$ cat src/rtl/perceptron_pkg.sv
// ---------------------------------------------------------------------------
// perceptron_pkg
// Shared definitions for the perceptron neuron and its training controller.
//   DATA_W    : width of inputs, weights and bias
//   OUT_W     : width of the neuron output word
//   state_t   : training controller states
//   sat_add8  : unsigned add that clamps at 255
//   sat_sub8  : unsigned subtract that clamps at 0
// ---------------------------------------------------------------------------
package perceptron_pkg;

    localparam int DATA_W = 8;
    localparam int OUT_W  = 16;

    typedef enum logic [1:0] {
        IDLE,
        WAIT,
        EVAL,
        UPDATE
    } state_t;

    // The ninth bit of the sum is the carry out, which means the true result
    // no longer fits in eight bits.
    function automatic logic [DATA_W-1:0] sat_add8(
        input logic [DATA_W-1:0] a,
        input logic [DATA_W-1:0] b
    );
        logic [DATA_W:0] sum;
        sum = {1'b0, a} + {1'b0, b};
        return sum[DATA_W] ? {DATA_W{1'b1}} : sum[DATA_W-1:0];
    endfunction

    // The ninth bit of the difference is the borrow, meaning b exceeded a.
    function automatic logic [DATA_W-1:0] sat_sub8(
        input logic [DATA_W-1:0] a,
        input logic [DATA_W-1:0] b
    );
        logic [DATA_W:0] diff;
        diff = {1'b0, a} - {1'b0, b};
        return diff[DATA_W] ? {DATA_W{1'b0}} : diff[DATA_W-1:0];
    endfunction

endpackage

$ cat src/rtl/sat_step8.sv
// ---------------------------------------------------------------------------
// sat_step8
// One saturating learning step: moves a value up or down by a delta and
// clamps the result to 0..255.
//   i_value  : current weight or bias
//   i_delta  : step size
//   i_up     : 1 = add the delta, 0 = subtract it
//   o_result : clamped result
// ---------------------------------------------------------------------------
module sat_step8
    import perceptron_pkg::*;
(
    input  logic [DATA_W-1:0] i_value,
    input  logic [DATA_W-1:0] i_delta,
    input  logic              i_up,
    output logic [DATA_W-1:0] o_result
);

    assign o_result = i_up ? sat_add8(i_value, i_delta)
                           : sat_sub8(i_value, i_delta);

endmodule

$ cat src/rtl/perceptron_trainer.sv
// ---------------------------------------------------------------------------
// perceptron_trainer
// Online training controller for the two-input perceptron neuron. Accepts
// one sample at a time, waits out the neuron pipeline, compares the neuron's
// decision with the target and applies the saturating perceptron rule.
// Tracks per-epoch error counts and raises a sticky convergence flag.
//   clk, reset_n            : clock, asynchronous active-low reset
//   s_valid/s_ready         : sample handshake
//   s_x1, s_x2, s_target    : sample inputs and desired output
//   neuron_out              : neuron output word (bit 0 is the decision)
//   input1/2, weight1/2,
//   bias                    : registered drives to the neuron
//   upd_done, upd_error     : per-sample completion pulse and error flag
//   epoch_errors            : error count of the last completed epoch
//   converged               : sticky, set after an error-free epoch
// ---------------------------------------------------------------------------
module perceptron_trainer
    import perceptron_pkg::*;
#(
    parameter int unsigned        LATENCY   = 2,
    parameter int unsigned        EPOCH_LEN = 4,
    parameter int unsigned        LR_SHIFT  = 2,
    parameter logic [DATA_W-1:0]  BIAS_STEP = 8'd1,
    parameter logic [DATA_W-1:0]  W_INIT    = 8'd0
) (
    input  logic              clk,
    input  logic              reset_n,
    input  logic              s_valid,
    output logic              s_ready,
    input  logic [DATA_W-1:0] s_x1,
    input  logic [DATA_W-1:0] s_x2,
    input  logic              s_target,
    input  logic [OUT_W-1:0]  neuron_out,
    output logic [DATA_W-1:0] input1,
    output logic [DATA_W-1:0] input2,
    output logic [DATA_W-1:0] weight1,
    output logic [DATA_W-1:0] weight2,
    output logic [DATA_W-1:0] bias,
    output logic              upd_done,
    output logic              upd_error,
    output logic [7:0]        epoch_errors,
    output logic              converged
);

    localparam logic [7:0] LAT_LOAD   = 8'(LATENCY);
    localparam logic [7:0] EPOCH_LAST = 8'(EPOCH_LEN - 1);

    state_t            r_state;
    state_t            w_nextState;
    logic              w_accept;

    logic [DATA_W-1:0] r_input1;
    logic [DATA_W-1:0] r_input2;
    logic              r_target;
    logic [7:0]        r_waitCnt;
    logic              r_err;
    logic [DATA_W-1:0] r_weight1;
    logic [DATA_W-1:0] r_weight2;
    logic [DATA_W-1:0] r_bias;
    logic              r_updDone;
    logic              r_updError;
    logic [7:0]        r_sampleCnt;
    logic [7:0]        r_errCnt;
    logic [7:0]        r_epochErrors;
    logic              r_converged;

    logic [DATA_W-1:0] w_newWeight1;
    logic [DATA_W-1:0] w_newWeight2;
    logic [DATA_W-1:0] w_newBias;
    logic [7:0]        w_errCntNext;

    // Only the decision bit of the neuron word matters here.
    logic              w_unusedNeuronHi;
    assign w_unusedNeuronHi = |neuron_out[OUT_W-1:1];

    // Candidate updated values; the direction of every step follows the target.
    sat_step8 u_stepW1 (
        .i_value (r_weight1),
        .i_delta (r_input1 >> LR_SHIFT),
        .i_up    (r_target),
        .o_result(w_newWeight1)
    );

    sat_step8 u_stepW2 (
        .i_value (r_weight2),
        .i_delta (r_input2 >> LR_SHIFT),
        .i_up    (r_target),
        .o_result(w_newWeight2)
    );

    sat_step8 u_stepBias (
        .i_value (r_bias),
        .i_delta (BIAS_STEP),
        .i_up    (r_target),
        .o_result(w_newBias)
    );

    // Error count including the sample being retired, held at 255.
    assign w_errCntNext = (r_err && (r_errCnt != 8'hFF)) ? r_errCnt + 8'd1 : r_errCnt;

    always_ff @(posedge clk or negedge reset_n) begin
        if (!reset_n) begin
            r_state <= IDLE;
        end else begin
            r_state <= w_nextState;
        end
    end

    // WAIT exits when the counter shows 1, so EVAL lands in the cycle after
    // the neuron output register has captured this sample's result.
    always_comb begin
        w_nextState = r_state;
        w_accept    = 1'b0;
        s_ready     = 1'b0;
        case (r_state)
            IDLE: begin
                s_ready = 1'b1;
                if (s_valid) begin
                    w_accept    = 1'b1;
                    w_nextState = WAIT;
                end
            end
            WAIT: begin
                if (r_waitCnt <= 8'd1) begin
                    w_nextState = EVAL;
                end
            end
            EVAL:    w_nextState = UPDATE;
            UPDATE:  w_nextState = IDLE;
            default: w_nextState = IDLE;
        endcase
    end

    always_ff @(posedge clk or negedge reset_n) begin
        if (!reset_n) begin
            r_input1      <= '0;
            r_input2      <= '0;
            r_target      <= 1'b0;
            r_waitCnt     <= '0;
            r_err         <= 1'b0;
            r_weight1     <= W_INIT;
            r_weight2     <= W_INIT;
            r_bias        <= W_INIT;
            r_updDone     <= 1'b0;
            r_updError    <= 1'b0;
            r_sampleCnt   <= '0;
            r_errCnt      <= '0;
            r_epochErrors <= '0;
            r_converged   <= 1'b0;
        end else begin
            r_updDone  <= 1'b0;
            r_updError <= 1'b0;

            if (w_accept) begin
                r_input1  <= s_x1;
                r_input2  <= s_x2;
                r_target  <= s_target;
                r_waitCnt <= LAT_LOAD;
            end

            if (r_state == WAIT && r_waitCnt != 8'd0) begin
                r_waitCnt <= r_waitCnt - 8'd1;
            end

            if (r_state == EVAL) begin
                r_err <= (neuron_out[0] != r_target);
            end

            // Weights move only here, so they stay stable while the neuron
            // is evaluating the sample.
            if (r_state == UPDATE) begin
                r_updDone  <= 1'b1;
                r_updError <= r_err;
                if (r_err && !r_converged) begin
                    r_weight1 <= w_newWeight1;
                    r_weight2 <= w_newWeight2;
                    r_bias    <= w_newBias;
                end
                if (r_sampleCnt >= EPOCH_LAST) begin
                    r_epochErrors <= w_errCntNext;
                    r_sampleCnt   <= '0;
                    r_errCnt      <= '0;
                    if (w_errCntNext == 8'd0) begin
                        r_converged <= 1'b1;
                    end
                end else begin
                    r_sampleCnt <= r_sampleCnt + 8'd1;
                    r_errCnt    <= w_errCntNext;
                end
            end
        end
    end

    assign input1       = r_input1;
    assign input2       = r_input2;
    assign weight1      = r_weight1;
    assign weight2      = r_weight2;
    assign bias         = r_bias;
    assign upd_done     = r_updDone;
    assign upd_error    = r_updError;
    assign epoch_errors = r_epochErrors;
    assign converged    = r_converged;

endmodule
$ cat config.mk
export PLATFORM = sky130hd
export DESIGN_NAME = perceptron_trainer
export DESIGN_NICKNAME = d
export VERILOG_FILES = /design/src/rtl/perceptron_pkg.sv /design/src/rtl/sat_step8.sv /design/src/rtl/perceptron_trainer.sv
export SDC_FILE = /design/constraint.sdc
export NUM_CORES = 1
export LEC_CHECK = 0
export ABC_AREA = 1
export CAP_MARGIN = 30
export CORE_MARGIN = 2
export CORE_UTILIZATION = 45
export DETAILED_ROUTE_END_ITERATION = 16
export PLACE_DENSITY_LB_ADDON = 0.15
export SYNTH_ARGS = -nofsm -noshare
export SYNTH_HDL_FRONTEND = slang
export SYNTH_SLANG_ARGS = --single-unit
$ cat constraint.sdc
create_clock -name clk -period 3 [get_ports clk]
set_clock_uncertainty 0.2 [all_clocks]
set_input_delay 0.3 -clock clk [delete_from_list [all_inputs] [get_ports clk]]
set_output_delay 0.3 -clock clk [all_outputs]
set_load 0.03 [all_outputs]
==> flow_metrics.env, run 1 <==
export IMPL_status="completed"
export IMPL_cp_arrival_ps=2420
export IMPL_holdWs_ps=246
export IMPL_grt_overflow=0
export IMPL_fin_setup_tns_ps=0
export IMPL_holdBufCountCts=1
export IMPL_synth_edf_count=0
export IMPL_max_stage_delay_ps=450
export IMPL_cts_resized=0
export IMPL_syn_num_nets=809
export IMPL_synth_seq_cells=79
export IMPL_rows=39
export IMPL_portBuffers=72
export IMPL_finalSetupViolations=0
export IMPL_track_usage_pct=21.5
export IMPL_grt_pass1_wl_um=22100
export IMPL_synth_cell_types=36
export IMPL_synthCells=732
export IMPL_cts_sinks=79
export IMPL_vias=4945
export IMPL_leakage_nw=3.23
export IMPL_slew_headroom_pct=54.4
export IMPL_cts_root_buf="clkbuf_16"
export IMPL_fmax_mhz=416
export IMPL_regArea_sq_um=1980
export IMPL_ios=88
export IMPL_path_max_fanout=5
export IMPL_critPathRequiredTime_ps=3020
export IMPL_p_total_mw=8.16
export IMPL_final_layout_size_suffix_gt1_share_pct=4.47
export IMPL_gp_congestion=0.880
export IMPL_core_area_sq_um=11500
export IMPL_finalCritPeriodShare_pct=80.1
export IMPL_critical_path_startpoint="input2[2]$_DFFE_PN0P_"
export IMPL_slew_viol_final=0
export IMPL_critical_path_class="flip-flop to flip-flop"
export IMPL_ant_nets=0
export IMPL_reg2regPathDepth=8
export IMPL_maxCapViolations=0
export IMPL_grt_max_degree=47
export IMPL_grt_pass1_vias=4719
export IMPL_synth_top_area_share_pct=37.3
export IMPL_ff2ff_setup_slack_ps=600
export IMPL_final_util_pct=56.3
export IMPL_antenna_found_initial=0
export IMPL_worstMarginPinSlew_ps=683
export IMPL_wirelength_um=12900
export IMPL_cts_tree="done"
export IMPL_drc=0
export IMPL_rr_endpoint="weight2[0]$_DFFE_PN0P_"
export IMPL_crit_path_end_kind="flip-flop"
export IMPL_die_area_sq_um=12700
export IMPL_path_common_cell="nand3_1"
export IMPL_nFillCells=1094
export IMPL_slowest_stage="fa_1"
export IMPL_cp_endpoint="weight2[0]$_DFFE_PN0P_"
export IMPL_vdd_drop_max_mv=0.793
export IMPL_dieHeight_um=113
export IMPL_cts_buffer_depth=2
export IMPL_reg2reg_from="input2[2]$_DFFE_PN0P_"
export IMPL_dieWidth_um=113
export IMPL_rsz0062_at_grt="no"
export IMPL_syn_avg_cell_area_sq_um=7.24
export IMPL_powerDensity_nw_per_um2=1260
export IMPL_yosysTopAreaCell="dfrtp_1"
export IMPL_cts_inserted_buffers=9
export IMPL_ys_flop_type="dfrtp_1"
export IMPL_synth_area_leaders="dfrtp_1 37%, nand2_1 14%, ha_1 8.7%, inv_1 7.6%, nand3_1 5.6%"
export IMPL_synth_async_reset_ratio_pct=100
export IMPL_initial_core_util_pct=46.2
export IMPL_wl_per_cell_um=13.6
export IMPL_dpl_hpwl_um=9480
export IMPL_syn_area_sq_um=5300
export IMPL_synth_warnings=0
export IMPL_drtIter0Drc=254
export IMPL_crit_path_cell_trace="ha_1, fa_1, nand4_1, nand3_1, nand3_1, nand2_1, o211ai_1, o21ai_0"
export IMPL_worstHoldPathType="input pin to async pin"
export IMPL_dr_pass1_iters=4
export IMPL_cts_setup_buffers=0
export IMPL_min_period_ps=2400
export IMPL_clk_pin_slew_ps=60
export IMPL_clkLatencyLatePin_ps=350
export IMPL_area_delta_synth_final_pct=21.9
export IMPL_vias_per_cell=5.22
export IMPL_antenna_cells=0
export IMPL_hold_viol=0
export IMPL_crit_path_start_kind="flip-flop"
export IMPL_htree_levels=3
export IMPL_fin_nets=877
export IMPL_synth_yosys_seq_area_share_pct=37.3
export IMPL_multiInputGateArea_sq_um=2800
-- per-stage QoR --
step	instance area, sq um	instances	setup slack [ps]
2_1_floorplan	5300	732	840
3_3_place_gp	6120	930	710
3_5_place_dp	6150	931	661
4_1_cts	6460	948	643
5_1_grt	6460	948	449
6_report	6460	948	596
-- flip-flops by register name, indices dropped and copies added, names as in the netlist, 2 cells and up --
signal        cells
r_sampleCnt       8
weight1           8
weight2           8
epoch_errors      8
bias              8
input2            8
r_state           2
r_waitCnt         8
input1            8
r_errCnt          8
-- cell families after synthesis --
family / synth area share [%]
AOI/OAI and AO/OA: 11.4
xor gates and xnor gates: 2.76
adders and majority gates: 10.2
buffers and inverters: 10.0
DFF: 37.3
and+or+nand+nor: 28.3
-- critical path: cells and delay by family, from the launching register on --
family / cells / cell delay (ps)
fa+ha+maj: 2 / 740
simple gates: 4 / 700
flops: 1 / 440
compound gates: 2 / 190
-- layout make-up --
cell class / count / area share, %
clock inverter: 4 / 0.852
inverter: 110 / 6.39
clock buffer: 12 / 3.82
timing repair buffer: 79 / 12.3
sequential: 79 / 30.6
multi-input combinational: 521 / 43.3
tap: 143 / 2.77
-- cells in the final DEF, fill, tap and decap left out, types with 6 or more instances in the layout --
master / count
xor2_1: 11
clkbuf_16: 9
nor2_1: 65
nand3_1: 59
inv_1: 107
clkdlybuf4s50_1: 71
dfrtp_1: 79
nand2_1: 198
a21oi_1: 33
nand4_1: 12
o21ai_0: 53
buf_4: 6
o22ai_1: 7
ha_1: 37
-- synthesized netlist by cell type (4+ instances only) --
cell type,instances
a21oi_1,33
a22oi_1,4
a31oi_1,5
buf_2,11
clkbuf_1,4
dfrtp_1,79
fa_1,4
ha_1,37
inv_1,107
nand2_1,198
nand3_1,59
nand4_1,12
nor2_1,66
nor3_1,5
o211ai_1,4
o21ai_0,53
o22ai_1,7
xor2_1,11
-- how the worst min path moves through the flow --
| stage | slack (ps) | cells after the start | end |
|---|---|---|---|
| after floorplan | -200 | 0 | bias[0]$_DFFE_PN0P_ |
| after global placement | 250 | 1 | r_waitCnt[7]$_DFFE_PN0P_ |
| after detailed placement | 90 | 1 | epoch_errors[6]$_DFFE_PN0P_ |
| after CTS | 260 | 2 | r_errCnt[4]$_DFFE_PN0P_ |
| after global routing | 280 | 2 | epoch_errors[6]$_DFFE_PN0P_ |
| final | 250 | 2 | epoch_errors[6]$_DFFE_PN0P_ |
-- power by group --
group	switching [mW]	internal, mW
combinational	3.22	1.88
clock	0.453	0.671
sequential	0.451	1.48
total	4.13	4.03
-- per-layer routing --
layer  track usage, %  share of wire (%)
met2             34.5                 47
met4             5.93                1.5
met3             6.26                5.9
met5                0                  0
met1             28.5                 45
No activity file was read; power rests on OpenSTA's default activity.
==> run 2, diff against run 1 <==
clock period = 2.1 ns   (was 3 ns; I/O delays follow)
==> run 2 against run 1 <==
The flow now finishes with violations (setup timing). Sequential power rose by 42%. Maximum frequency rose by 14%. Wire length rose by 7.2%. Setup slack got worse by 600 ps. Worst hold slack got worse by 53 ps. Cell area rose by 11%. Critical path type unchanged. Critical endpoint is now weight1[1]$_DFFE_PN0P_. Highest routed layer unchanged.
==> flow_metrics.env, run 2 (same netlist as run 1, synthesis figures left out) <==
export IMPL_cts_root_buf="clkbuf_16"
export IMPL_crit_path_start_kind="flip-flop"
export IMPL_path_max_fanout=5
export IMPL_pwr_share_seq_pct=20.1
export IMPL_reg2regPathDepth=13
export IMPL_final_layout_size_suffix_gt1_share_pct=18.8
export IMPL_critPathRequiredTime_ps=2120
export IMPL_initial_core_util_pct=46.2
export IMPL_area_delta_synth_final_pct=34.8
export IMPL_violations="setup timing"
export IMPL_powerDensity_nw_per_um2=1910
export IMPL_ant_nets=0
export IMPL_drc=0
export IMPL_slew_viol_final=0
export IMPL_most_common_layout_cells="179 x nand2_1, 100 x inv_1, 71 x dfrtp_1, 69 x clkdlybuf4s50_1, 56 x nor2_1"
export IMPL_cts_inserted_buffers=9
export IMPL_worstSetupPathDepth=13
export IMPL_placed_area_sq_um=6450
export IMPL_swShare_pct=48.7
export IMPL_fin_ws_ps=-4.37
export IMPL_gp_congestion=0.946
export IMPL_holdWs_ps=193
export IMPL_regArea_sq_um=1990
export IMPL_min_period_ps=2100
export IMPL_ff2ff_setup_slack_ps=-4
export IMPL_multiInputGateArea_sq_um=3070
export IMPL_grt_pass1_wl_um=22900
export IMPL_wl_per_cell_um=13.9
export IMPL_track_usage_pct=21.8
export IMPL_hold_viol=0
export IMPL_finalCritPeriodShare_pct=100
export IMPL_maxCapViolations=0
export IMPL_max_stage_delay_ps=420
export IMPL_leakage_nw=3.51
export IMPL_vias_per_cell=5.20
export IMPL_path_common_cell="nand2_2"
export IMPL_dpl_hpwl_um=9900
export IMPL_slew_headroom_pct=64.6
export IMPL_antenna_found_initial=0
export IMPL_htree_levels=3
export IMPL_rows=39
export IMPL_finalSetupViolations=1
export IMPL_path_buf_inv=4
export IMPL_worstHoldPathType="input pin to async pin"
export IMPL_final_area_sq_um=7140
export IMPL_dr_pass1_iters=6
export IMPL_p_switching_mw=6.63
export IMPL_ios=88
export IMPL_fin_nets=925
export IMPL_rsz0062_at_grt="yes"
export IMPL_final_cell_count_no_fill=996
export IMPL_vdd_drop_max_mv=1.17
export IMPL_clkLatencyLatePin_ps=340
export IMPL_grt_overflow=0
export IMPL_dp_cells=971
export IMPL_final_common_cell="nand2_1"
export IMPL_p_int_mw=6.99
export IMPL_grt_pass1_vias=4942
export IMPL_reg2reg_from="weight1[0]$_DFFE_PN0P_"
export IMPL_crit_path_end_kind="flip-flop"
export IMPL_crit_path_cell_trace="inv_2, ha_4, inv_2, fa_2, nand3_2, nand2_2, nand2_2, nand2_4, nand2_4, inv_6, buf_4, nand2_2, a31oi_1"
export IMPL_dieWidth_um=113
export IMPL_cp_arrival_ps=2120
export IMPL_combPwrFrac_pct=67.3
export IMPL_fmax_mhz=475
export IMPL_dieHeight_um=113
export IMPL_vias=5175
export IMPL_critical_path_class="flip-flop to flip-flop"
export IMPL_drtIter0Drc=361
export IMPL_antenna_cells=0
export IMPL_wirelength_um=13800
export IMPL_die_area_sq_um=12700
export IMPL_pre_cts_slack_ps=-70.4
export IMPL_rr_endpoint="weight1[1]$_DFFE_PN0P_"
export IMPL_cts_buffer_depth=2
export IMPL_portBuffers=72
export IMPL_nFillCells=1018
export IMPL_worstMarginPinSlew_ps=530
export IMPL_fin_setup_tns_ps=-4.37
export IMPL_clk_pin_slew_ps=60
export IMPL_slowest_stage="dfrtp_2"
export IMPL_clock_power_share_pct=12.6
export IMPL_grt_max_degree=44
export IMPL_cts_sinks=79
export IMPL_cts_tree="done"
export IMPL_path_delay_family="adder cells"
export IMPL_status="complete, but fails checks"
export IMPL_core_area_sq_um=11500
[run 2: cell types whose count changed in the layout (fill, tap and decap cells not counted), moves of 9 or more]
cell / delta
nand3_1: -11
nand3_2: +9
ha_1: -13
buf_4: +44
nor2_1: -9
nand2_2: +17
nand2_1: -19
[run 2: worst register-to-register path: stages, from the launching register on]
cell     delay [ps]
dfrtp_2         420
inv_2            90
ha_4            130
inv_2            30
fa_2            400
nand3_2          90
nand2_2          70
nand2_2         110
nand2_4          70
nand2_4          90
inv_6            50
buf_4           130
nand2_2          40
a31oi_1          60
[run 2: worst max-delay path by stage]
stage,from,end,slack (ps)
after CTS,input1[2]$_DFFE_PN0P_,weight1[6]$_DFFE_PN0P_,6
after global routing,weight1[0]$_DFFE_PN0P_,weight1[7]$_DFFE_PN0P_,-100
final,weight1[0]$_DFFE_PN0P_,weight1[1]$_DFFE_PN0P_,-4
after detailed placement,input2[2]$_DFFE_PN0P_,weight2[3]$_DFFE_PN0P_,-70
after floorplan,input1[2]$_DFFE_PN0P_,weight1[7]$_DFFE_PN0P_,3
after global placement,input2[2]$_DFFE_PN0P_,weight2[3]$_DFFE_PN0P_,-30
[run 2: layout make-up]
type | instances | share of cell area (%)
timing repair buffer | 127 | 16.3
tap | 143 | 2.50
inverter | 110 | 5.88
sequential | 79 | 27.8
clock inverter | 4 | 1.09
clock buffer | 12 | 3.45
multi-input combinational | 521 | 43.0
[run 2: repair_timing]
item	in CTS	in global routing
pin swaps	1	27
hold buffers	1	0
resized for setup	6	85
endpoints found under the setup margin	11	17
buffers inserted	0	8
endpoints found under the hold margin	36	0
[run 2: power groups by stage]
stage / combinational (mW) / clock, mW / sequential (mW)
3_5_place_dp: 8.03 / 0 / 2.72
2_1_floorplan: 4.45 / 0 / 3.48
3_3_place_gp: 7.89 / 0 / 2.70
5_1_grt: 10.1 / 1.82 / 2.82
4_1_cts: 8.11 / 1.76 / 2.70
6_report: 9.17 / 1.71 / 2.74
[run 2: layer usage]
| layer | vias up | GRT usage [%] | wire length (um) |
|---|---|---|---|
| li1 | 2569 | - | - |
| met1 | 2406 | 30.6 | 6320 |
| met2 | 183 | 35.1 | 6550 |
| met3 | 17 | 3.35 | 749 |
| met4 | 0 | 6.75 | 198 |
| met5 | - | 0 | 0 |
[run 2: stage by stage]
stage	power, mW	util (%)
after floorplan	7.92	-
after global placement	10.6	56.3
after detailed placement	10.7	56.3
after CTS	12.6	59.3
after global routing	14.8	62.3
final	13.6	62.3
==> run 3, diff against run 2 <==
HOLD_SLACK_MARGIN = 0.06   (was unset)
SYNTH_HIERARCHICAL = 1   (was unset)
==> run 3 against run 2 <==
The flow still finishes with violations (setup timing). Flip-flop and latch count unchanged. Sequential power down 7%. Wire length up 15%. Critical path depth down 3. Maximum frequency down 4.9%. Die area up 17%. Cell count up 21%. Register-to-register slack worse by 110 ps. Largest power group unchanged.
==> flow_metrics.env, run 3 <==
export IMPL_status="complete, but fails checks"
export IMPL_violations="setup timing"
export IMPL_synthCells=847
export IMPL_gp_congestion=0.866
export IMPL_syn_avg_cell_area_sq_um=7.37
export IMPL_ys_flop_type="dfrtp_1"
export IMPL_dieHeight_um=122
export IMPL_antenna_found_initial=0
export IMPL_yosysTopAreaCell="dfrtp_1"
export IMPL_dpl_hpwl_um=11400
export IMPL_leakage_nw=4.41
export IMPL_synth_async_reset_ratio_pct=100
export IMPL_rows=43
export IMPL_fin_ws_ps=-113
export IMPL_final_layout_size_suffix_gt1_share_pct=24.1
export IMPL_path_buf_inv=1
export IMPL_ant_nets=0
export IMPL_synth_warnings=6
export IMPL_vdd_drop_max_mv=0.839
export IMPL_max_stage_delay_ps=430
export IMPL_htree_levels=3
export IMPL_syn_area_sq_um=6250
export IMPL_final_util_pct=61.7
export IMPL_synth_area_leaders="dfrtp_1 32%, nand2_1 14%, ha_1 12%, inv_1 8.2%, nand3_1 6.9%"
export IMPL_grt_max_degree=45
export IMPL_area_delta_synth_final_pct=35.5
export IMPL_crit_path_start_kind="flip-flop"
export IMPL_path_max_fanout=8
export IMPL_portBuffers=72
export IMPL_most_common_layout_cells="228 x nand2_1, 130 x inv_1, 83 x buf_4, 69 x nand3_1, 68 x clkdlybuf4s50_1"
export IMPL_synth_common_cells="236 x nand2_1, 136 x inv_1, 86 x nand3_1"
export IMPL_grt_pass1_vias=5660
export IMPL_antenna_cells=0
export IMPL_holdWs_ps=193
export IMPL_synth_yosys_seq_area_share_pct=31.7
export IMPL_cts_tree="done"
export IMPL_synth_cell_types=37
export IMPL_critical_path_startpoint="weight1[0]$_DFFE_PN0P_"
export IMPL_cts_inserted_buffers=9
export IMPL_fmax_mhz=452
export IMPL_critPathRequiredTime_ps=2130
export IMPL_clkLatencyLatePin_ps=340
export IMPL_hold_viol=0
export IMPL_cts_root_buf="clkbuf_16"
export IMPL_ios=88
export IMPL_finalSetupViolations=24
export IMPL_grt_pass1_wl_um=26200
export IMPL_synth_top_area_share_pct=31.7
export IMPL_wirelength_um=15900
export IMPL_wl_per_cell_um=13.1
export IMPL_drc=0
export IMPL_min_period_ps=2210
export IMPL_grt_overflow=0
export IMPL_vias=5909
export IMPL_initial_core_util_pct=45.5
export IMPL_crit_path_end_kind="flip-flop"
export IMPL_cts_buffer_depth=2
export IMPL_path_delay_family="adder cells"
export IMPL_reg2reg_from="weight1[0]$_DFFE_PN0P_"
export IMPL_slew_headroom_pct=56.7
export IMPL_slew_viol_final=0
export IMPL_slowest_stage="dfrtp_2"
export IMPL_cts_sinks=79
export IMPL_synth_seq_cells=79
export IMPL_rsz0062_at_grt="yes"
export IMPL_worstHoldPathType="input pin to flip-flop"
export IMPL_maxCapViolations=0
export IMPL_final_common_cell="nand2_1"
export IMPL_critical_path_class="flip-flop to flip-flop"
export IMPL_worstMarginPinSlew_ps=649
export IMPL_fin_nets=1125
export IMPL_clk_pin_slew_ps=70
export IMPL_track_usage_pct=22.2
export IMPL_final_cell_count_no_fill=1208
export IMPL_synth_edf_count=0
export IMPL_synth_most_common_cell="nand2_1"
export IMPL_die_area_sq_um=14800
export IMPL_drtIter0Drc=386
export IMPL_finalCritPeriodShare_pct=105
export IMPL_dr_pass1_iters=5
export IMPL_crit_path_cell_trace="ha_4, fa_2, nand2_2, nand3_2, nand2_2, nor2_4, o21ai_4, buf_12, nand3_2, mux2_2"
export IMPL_pre_cts_slack_ps=-173
export IMPL_vias_per_cell=4.89
export IMPL_powerDensity_nw_per_um2=1610
export IMPL_dp_cells=1175
export IMPL_cp_arrival_ps=2240
export IMPL_fin_setup_tns_ps=-1930
export IMPL_core_area_sq_um=13700
export IMPL_dieWidth_um=122
export IMPL_min_from="s_x1[1]"
==> run 3: per-layer routing <==
layer  wire (um)  track usage [%]  up-vias
met5           0                0        -
met4         246             6.11        0
met3         680             4.26       21
met2        7730             38.8      132
met1        7230             28.0     2765
li1            -                -     2991
==> run 3: metrics by stage <==
stage                     total power [mW]  cell area [sq um]
after global placement                11.1               7840
after detailed placement              11.3               7840
after CTS                             13.4               8410
final                                 13.6               8460
after global routing                  14.8               8460
after floorplan                       8.37               6460
==> run 3: final timing paths <==
kind	to	slack, ps	cells after the start
setup reg to reg	weight1[1]$_DFFE_PN0P_	-110	10
min in group asynchronous	r_waitCnt[2]$_DFFE_PN0P_	240	2
hold / removal	input1[1]$_DFFE_PN0P_	190	3
max in group asynchronous	input2[7]$_DFFE_PN0P_	860	3
hold reg to reg	r_waitCnt[7]$_DFFE_PN0P_	260	1
setup / recovery	weight1[1]$_DFFE_PN0P_	-110	10
==> run 3: cell type report <==
| type | instances | area (sq um) |
|---|---|---|
| clock inverters | 6 | 67.6 |
| inverters | 142 | 533 |
| fillers | 1252 | 5260 |
| flip-flops and latches | 79 | 2000 |
| clock buffers | 10 | 239 |
| multi-input cells | 627 | 3930 |
| repair buffers | 164 | 1470 |
| well taps | 180 | 225 |
==> run 3: cell families after synthesis <==
family	count (synthesis)	synth area share (%)
DFF	79	31.7
xor gates and xnor gates	7	0.982
AOI/OAI and AO/OA	86	8.41
and+or+nand+nor	418	29.6
other	2	0.120
buffers and inverters	165	11.0
muxes	24	4.33
adders and majority gates	66	13.9
==> run 3: timing repair <==
item | in CTS | in global routing
hold buffers | 1 | 0
buffers inserted | 14 | 2
gates resized for setup | 34 | 15
hold endpoints to repair | 41 | 0
pin swaps | 17 | 14
setup endpoints to repair | 26 | 24
==> run 3: worst register-to-register path: stages, from the launching register on <==
cell	delay, ps
dfrtp_2	430
ha_4	170
fa_2	350
nand2_2	80
nand3_2	90
nand2_2	100
nor2_4	40
o21ai_4	140
buf_12	150
nand3_2	80
mux2_2	270
==> run 3: power by group <==
part | internal (mW) | leakage (nW) | total (mW) | switching [mW]
Sequential | 2.10 | 0.996 | 2.55 | 0.447
Clock | 0.958 | 0.145 | 1.64 | 0.686
Combinational | 4.04 | 3.27 | 9.40 | 5.36
